## src/rtl/ram_test_pkg.sv

```systemverilog
// Shared definitions for the dual-port test RAM pattern writer and read-back checker.
// Both sides import this package so their LFSR streams match by construction.
package ram_test_pkg;

    localparam int ADDR_W_DEF = 11;
    localparam int DATA_W_DEF = 4;
    localparam int DEPTH_DEF  = 2048;

    localparam logic [15:0] LFSR_SEED = 16'hACE1;
    // Taps x^16 + x^14 + x^13 + x^11 + 1 as bit positions 15, 13, 12, 10
    localparam logic [15:0] LFSR_TAPS = 16'hB400;

    typedef enum logic [1:0] {
        ST_IDLE  = 2'd0,
        ST_READ  = 2'd1,
        ST_DRAIN = 2'd2,
        ST_DONE  = 2'd3
    } state_e;

    function automatic logic [15:0] lfsr_next(input logic [15:0] cur);
        return {cur[14:0], ^(cur & LFSR_TAPS)};
    endfunction

endpackage

```

## src/rtl/lfsr16.sv

```systemverilog
// 16-bit Fibonacci LFSR with synchronous load-to-seed and single-step advance.
// Shared by the pattern writer and the read-back checker.
module lfsr16
    import ram_test_pkg::*;
#(
    parameter logic [15:0] SEED  = LFSR_SEED,
    parameter int          OUT_W = 16
) (
    input  logic             clk,
    input  logic             rst,
    input  logic             load,
    input  logic             step,
    output logic [OUT_W-1:0] value
);

    logic [15:0] state_r;

    // Load has priority so a new sweep always starts from the seed
    always_ff @(posedge clk or posedge rst) begin
        if (rst) begin
            state_r <= SEED;
        end else if (load) begin
            state_r <= SEED;
        end else if (step) begin
            state_r <= lfsr_next(state_r);
        end else begin
            state_r <= state_r;
        end
    end

    assign value = state_r[OUT_W-1:0];

endmodule

```

## config.mk

```make
export PLATFORM = sky130hd
export DESIGN_NAME = lfsr16
export DESIGN_NICKNAME = d
export VERILOG_FILES = /design/src/rtl/ram_test_pkg.sv /design/src/rtl/lfsr16.sv
export SDC_FILE = /design/constraint.sdc
export NUM_CORES = 1
export LEC_CHECK = 0
export CORE_ASPECT_RATIO = 1.1
export CORE_UTILIZATION = 48
export DETAILED_ROUTE_END_ITERATION = 8
export GPL_TIMING_DRIVEN = 0
export PLACE_DENSITY = 0.84
export REMOVE_ABC_BUFFERS = 1
export SLEW_MARGIN = 5
export SYNTH_ARGS = -nofsm -noshare
export SYNTH_HDL_FRONTEND = slang
export SYNTH_SLANG_ARGS = --single-unit
```

## constraint.sdc

```tcl
create_clock -name clk -period 1.7 [get_ports clk]
set_input_delay 0.34 -clock clk [delete_from_list [all_inputs] [get_ports clk]]
set_output_delay 0.34 -clock clk [all_outputs]
set_load 0.005 [all_outputs]
```

==> impl_summary.md, run 1 <==
Worst setup path
The type of the setup path with the least slack is reg2out. In this design, the largest share of critical-path delay is due to flip-flops. The required time reported for the critical path endpoint is 1360 ps. The worst setup path is launched from a register.

For this design, the slowest cell found on the critical path is sky130_fd_sc_hd__dfstp_2. The signal on the critical path passes through clkdlybuf4s50_1. The buffer and inverter count on the worst path is 1.

The peak per-stage delay on the critical path is 560 ps. The data arrival at the endpoint of the critical path is 1340 ps. The worst setup path is captured at an output port. Of all nets on the critical path, the largest fanout is 2.

Logic synthesis
The number of distinct library cells after synthesis is 12. Of the post-synthesis cell area, the dominant cell type holds 0.303. In the synthesized netlist the dominant register cell turns out to be sky130_fd_sc_hd__dfstp_2.

Counting flops with a built-in enable in the synthesized netlist gives 0. For this run, the number of Yosys warnings is 0. Counting every instance in the synthesized netlist gives 56.

Yosys attributes the largest share of cell area to sky130_fd_sc_hd__dfstp_2 30%, sky130_fd_sc_hd__dfrtp_1 29%, sky130_fd_sc_hd__mux2i_1 22%, sky130_fd_sc_hd__nor2_1 4.3%, sky130_fd_sc_hd__nand2_1 3.8%. The cell taking the most area after synthesis is sky130_fd_sc_hd__dfstp_2. The share of synthesized area occupied by flip-flops and latches is 0.592.

By count the netlist is led by 15 x sky130_fd_sc_hd__mux2i_1, 8 x sky130_fd_sc_hd__dfrtp_1, 8 x sky130_fd_sc_hd__dfstp_2, 8 x sky130_fd_sc_hd__nor2_1, 7 x sky130_fd_sc_hd__nand2_1. sky130_fd_sc_hd__mux2i_1 is the most common cell in the netlist. The post-synthesis instance area is 693 um^2. The post-synthesis async set-or-reset flop share is 1.00. The register bit count reported by yosys is 16. The average cell area after synthesis is 12.4 um^2.

Routing
The violation count after the first detailed-routing iteration is 4. The via count is 498. The detail route stage leaves a number of antenna-violating nets equal to 0. Summed over all layers, the routed wires come to 1.42 mm. Using the TritonRoute via totals, the vias-per-cell ratio works out to 5.19. In the routed design, unresolved DRC markers number 0. For this run, the detailed router's first-pass iteration total came to 2. Dividing the detail-routed wire length by the instance count gives 14.8 um.

Placement
At the end of routability-driven placement, the weighted congestion stood at 0.692. The number of cells after detailed placement is 88. The post-DP HPWL is 887 um.

The post-place setup slack is -214 ps. Port buffering added 19 buffers.

Global route
The number of antenna violations at the first check in global routing is 0. The pin count of the biggest net entering global routing is 18. The wire length of the first global-routing pass is 2.01 mm. The aggregate global-route resource usage is 0.184. The via count of the first global-routing pass was 465. For this run the aggregate overflow at the end of global routing stands at 0.

STA
The count of pins over their slew limit is 0. The actual slew at the worst max-slew pin is 926 ps. The count of final hold-check violations came to 0.

The final critical delay including setup and external delays is 1680 ps. After layout, the worst setup slack is 20.0 ps. After routing, the total negative slack on setup checks comes to 0 ps. The number of setup violations in the final report is 0. In this run the tightest slew margin relative to its limit is 0.381. The worst clock skew on the final layout is 11.0 ps. Static timing analysis puts the maximum clock frequency at 595 MHz. The post-route clock period utilization is 0.988.

Final layout
The fill cell instance count of the final layout is 94. The final antenna diode count is 0. The multi-input gate area in the final layout is 244 um^2.

For this run, the post-layout net count is 86. The register with the most flip-flops in the layout has 16 of them. For this run, the number of standard cells in the final layout without fillers is 96.

Of the cells placed in the final design, the portion with a size suffix greater than 1 is 0.200. The sequential cell area is 410 um^2. From synthesis to final layout, the design area changed by 36.6%.

Power and ir drop
Of the total power, registers draw 0.557. Summed over all nets, the switching power comes to 0.199 mW. The leakage power summed over all cells is 0.453 nW. Of the total power, the share spent switching nets is 0.253. In this run the power density over the cells is 831 mW/mm^2. The cell-internal power is 0.589 mW. The peak ir drop on the vdd network is 0.705 mV. The part of the total power dissipated in the clock network is 0.252.

Of the total power, combinational logic draws 0.191. The total power is 0.787 mW.

Clock network
The maximum clock path buffer count is 2. For the worst-skew pair, the clock arrives at the later sink with an insertion delay of 290 ps. The total number of H-tree levels is 1. The clock sink total is 16.

The number of clock buffers inserted by TritonCTS is 3. The clock transition at the registers of the reported paths is 90 ps. After clock tree synthesis, the flow added hold-fix buffers numbering 0. TritonCTS built the clock tree.

The library cell used as clock root buffer is sky130_fd_sc_hd__clkbuf_4.

Outcome
The run finished with clean final reports.

Run
Max-cap violations in this run came to 0.

Die
The initial core utilization is 0.514. The die covers 0.00160 mm^2. Measured along the x axis, the die boundary spans 38.2 um.

The initialized floorplan defines 14 standard-cell rows. The number of top-level pins is 20. The area of the core is 0.00135 mm^2. The die height is 41.9 um.

Min path
The path class of the tightest hold or removal check is in2async.
[stage by stage]
stage | hold WS (ps) | util | instance area, um^2
2_1_floorplan | 248 | - | 662
3_3_place_gp | 510 | 0.647 | 872
3_5_place_dp | 522 | 0.647 | 872
4_1_cts | 456 | 0.669 | 902
5_1_grt | 472 | 0.702 | 947
6_report | 418 | 0.702 | 947
[cell usage in the layout (no fill, tap or decap), drive strengths merged]
master	Yosys	routed
clkbuf	1	3
buf	2	5
mux2i	15	15
xnor2	3	3
dfrtp	8	8
dfstp	8	8
nor3	1	1
dlymetal6s2s	0	6
nand2	7	7
nor2	8	8
inv	2	2
clkdlybuf4s50	0	13
a31oi	1	1
[worst reg2reg max path, delay by kind of cell (launching register included)]
kind,cells,cell delay (ps)
AOI/OAI and AO/OA,1,100
DFF,1,560
buffers and inverters,1,130
xor gates and xnor gates,2,290
[timing repair]
action | CTS | global route
setup endpoints to repair | 1 | 6
gates resized for setup | 0 | 6
setup buffers | 1 | 4
gates cloned | 0 | 0
[cell type report]
type	count	share of cell area
tap	16	0.0211
clock buffer	3	0.0238
inverter	2	0.00793
sequential	16	0.433
timing repair buffer	24	0.256
multi-input combinational	35	0.258
[power groups by stage]
stage               sequential (mW)  clock, mW  combinational, mW
floorplan                     0.446          0             0.0565
global placement              0.445          0              0.134
detailed placement            0.447          0              0.138
CTS                           0.439      0.195              0.143
global route                  0.442      0.217              0.162
finish                        0.438      0.198              0.151
[final timing paths]
path	from	endpoint	slack (ps)	cells after the start
max in group asynchronous	rst	value[12]$_DFFE_PP0P_	890	2
min in group clk	value[14]$_DFFE_PP0P_	value[15]$_DFFE_PP1P_	540	2
worst min-delay path	rst	value[4]$_DFFE_PP0P_	420	2
worst min register to register	value[14]$_DFFE_PP0P_	value[15]$_DFFE_PP1P_	540	2
worst max-delay path	value[10]$_DFFE_PP1P_	value[10]	20	1
worst max register to register	value[10]$_DFFE_PP1P_	value[0]$_DFFE_PP1P_	540	4
[per-layer routing]
metal	GRT usage	vias to the layer above	part of all wire
met5	0	-	0
met4	0.0643	0	0.012
met3	0.0481	2	0.040
met2	0.302	16	0.50
met1	0.227	247	0.45
li1	-	233	-
[cells by family after synthesis]
| kind of cell | synth area share |
|---|---|
| muxes | 0.217 |
| buffers and inverters | 0.0559 |
| AOI/OAI and AO/OA | 0.00903 |
| xor gates and xnor gates | 0.0379 |
| and+or+nand+nor | 0.0884 |
| DFF | 0.592 |
Note: power is estimated with default switching activity, not from simulation.
==> run 2, diff against run 1 <==
--- a/config.mk
+++ b/config.mk
@@ -8,7 +8,6 @@
 export CORE_ASPECT_RATIO = 1.1
 export CORE_UTILIZATION = 48
 export DETAILED_ROUTE_END_ITERATION = 8
-export GPL_TIMING_DRIVEN = 0
 export PLACE_DENSITY = 0.84
 export REMOVE_ABC_BUFFERS = 1
 export SLEW_MARGIN = 5
==> run 2 against run 1 <==
Net effect: fmax is 0.37% higher; sequential share of layout area fell by 1.3 points; via count unchanged; non-clock buffer count rose by 1; wire length about the same.
==> impl_summary.md, run 2 (same netlist as run 1, synthesis figures left out) <==
STA
The setup TNS is 0 ps. Timing would allow up to 597 MHz. Between clock sinks in the finished design, the worst skew comes to 2.91 ps.

The count of final hold-check violations is 0. The actual slew at the worst max-slew pin is 593 ps. The final critical delay including setup and external delays is 1670 ps.

Setup violations remaining at the end of the flow were counted as 0. The count of pins over their slew limit is 0. The post-route clock period utilization is 0.985. The worst pin sits at a relative slew slack of 0.604. Setup repair after global routing left no endpoint under its margin.

Routing
The number of remaining DRC errors is 0. The routed wire length per instance is 14.5 um. The via count is 498. In the routed layout, each cell is associated on average with a via count of 5.08. The remaining antenna violation count after routing is 0.

For this block, the routed nets add up to 1.42 mm of wire. The violation count after the first detailed-routing iteration is 5. Before antenna repair, the detailed router went through 4 iterations.

Die
The initial utilization of the core area, before any placement, comes to 0.514. The core region is 0.00135 mm^2. The die is 41.9 um tall. The number of top-level pins is 20.

The die covers 0.00160 mm^2. In this run the core area contains 14 standard-cell rows. The die is 38.2 um wide.

Worst setup path
The top cell family by delay on the critical path is flip-flops. The type of origin of the critical path is a register. In this run the worst setup path terminates at value[10]. Of all nets on the critical path, the largest fanout is 2. The type of the setup path with the least slack is reg2out.

The endpoint type of the worst setup path is an output port. The buffer and inverter count on the worst path is 1. For this design, the slowest cell found on the critical path is sky130_fd_sc_hd__dfstp_2. The logic depth of the worst path, buffers included is 1. The beginning of the worst register-to-register path is value[10]$_DFFE_PP1P_.

The largest single stage delay on the critical path is 550 ps. The endpoint of the worst-slack reg-to-reg timing path is value[0]$_DFFE_PP1P_. Walking the worst path, the cells encountered are clkdlybuf4s50_1. The number of cells on the worst reg-to-reg path is 4.

For the worst setup path, the data required time is 1360 ps. The data arrival at the endpoint of the critical path is 1330 ps. The worst setup path startpoint is value[10]$_DFFE_PP1P_. Setup slack on the worst reg-to-reg path comes out at 570 ps.

Global route
The wire length of the first global-routing pass is 2.39 mm. In the global route stage, overall resource usage came out at 0.213. The leftover overflow at the end of global routing is 0. The via count of the first global-routing pass is 484. The pin count of the biggest net entering global routing is 18. The number of antenna violations at the first check in global routing is 0.

Power and ir drop
The leakage power summed over all cells is 0.468 nW. Dividing total power by cell area gives a power density of 868 mW/mm^2. The peak ir drop on the vdd network is 0.759 mV.

Placement
The post-place instance area is 900 um^2. The placer congestion estimate is 0.708. The total of buffers placed on input and output ports is 19. The post-DP HPWL is 904 um.

Final layout
The number of nets at the end of the flow is 87. In the layout the commonest cells are 15 x sky130_fd_sc_hd__mux2i_1, 15 x sky130_fd_sc_hd__clkdlybuf4s50_1, 8 x sky130_fd_sc_hd__nor2_1, 8 x sky130_fd_sc_hd__dfstp_2, 8 x sky130_fd_sc_hd__dfrtp_1. Summing all flip-flop and latch instances after layout gives 410 um^2.

The filler cells instantiated in the layout total 93. In the final layout, the share of cells above drive strength 1 is 0.220. The flip-flop count of the largest register, all copies and words added is 16.

The final antenna diode count is 0. From synthesis to final layout, the design area changed by 40.8%. The final instance area is 976 um^2.

In the final layout, the multi-input gates occupy 244 um^2.

Clock network
The tree built by TritonCTS fans out to 16 sinks. TritonCTS built the clock tree. The later pin in the worst-skew pair is clocked with a latency of 280 ps. In this run the number of H-tree levels came out at 1.

The clock transition at the registers of the reported paths is 100 ps. Clock tree synthesis inserted a total of 3 buffers. The cell sitting at the root of the clock tree is a sky130_fd_sc_hd__clkbuf_4. After clock tree synthesis, the flow added hold-fix buffers numbering 0. The maximum clock path buffer count is 2.

Min path
The class of the tightest hold or removal check is in2async.

Outcome
The flow ran to the end, and the final reports show no timing, DRC or antenna violations.

Run
Across the run, the number of max-cap violations was 0.
==> run 2: routing by layer <==
metal / routed length (um) / vias to the layer above / track usage
met5: 0 / - / 0
met1: 617 / 241 / 0.314
met2: 719 / 15 / 0.322
met3: 71 / 2 / 0.0481
met4: 10 / 0 / 0.0429
li1: - / 240 / -
==> run 2: per-stage QoR <==
stage               total power, mW  cells  setup WS (ps)  hold WS [ps]  utilization
finish                        0.847     98           26.1           406        0.724
global placement              0.586     90            312           515        0.667
CTS                           0.846     97           15.2           425        0.711
detailed placement            0.593     90            289           529        0.667
floorplan                     0.502     53            726           248            -
global route                  0.882     98          0.400           465        0.724
==> run 2: repair_timing <==
item                       in CTS  in global routing
setup endpoints to repair       3                  5
resized for setup               0                  4
buffers inserted                3                  1
pin swaps                       0                  0
==> run 2: how the worst min path moves through the flow <==
| stage | startpoint | endpoint | cells after the start |
|---|---|---|---|
| 2_1_floorplan | rst | value[12]$_DFFE_PP0P_ | 1 |
| 3_3_place_gp | value[4]$_DFFE_PP0P_ | value[5]$_DFFE_PP1P_ | 2 |
| 3_5_place_dp | value[14]$_DFFE_PP0P_ | value[15]$_DFFE_PP1P_ | 2 |
| 4_1_cts | rst | value[9]$_DFFE_PP0P_ | 2 |
| 5_1_grt | rst | value[9]$_DFFE_PP0P_ | 2 |
| 6_report | rst | value[9]$_DFFE_PP0P_ | 2 |
==> run 2: cell type report <==
cell class	instances	share of cell area
clock buffer	4	0.0372
multi-input combinational	35	0.250
timing repair buffer	25	0.264
sequential	16	0.421
tap	16	0.0205
inverter	2	0.00769
==> run 2: power by group <==
part | internal (mW) | total [mW] | leakage (nW) | switching [mW]
logic | 0.0935 | 0.157 | 0.257 | 0.0633
clock network | 0.130 | 0.252 | 0.0210 | 0.121
registers | 0.417 | 0.439 | 0.190 | 0.0217
total | 0.641 | 0.847 | 0.468 | 0.206
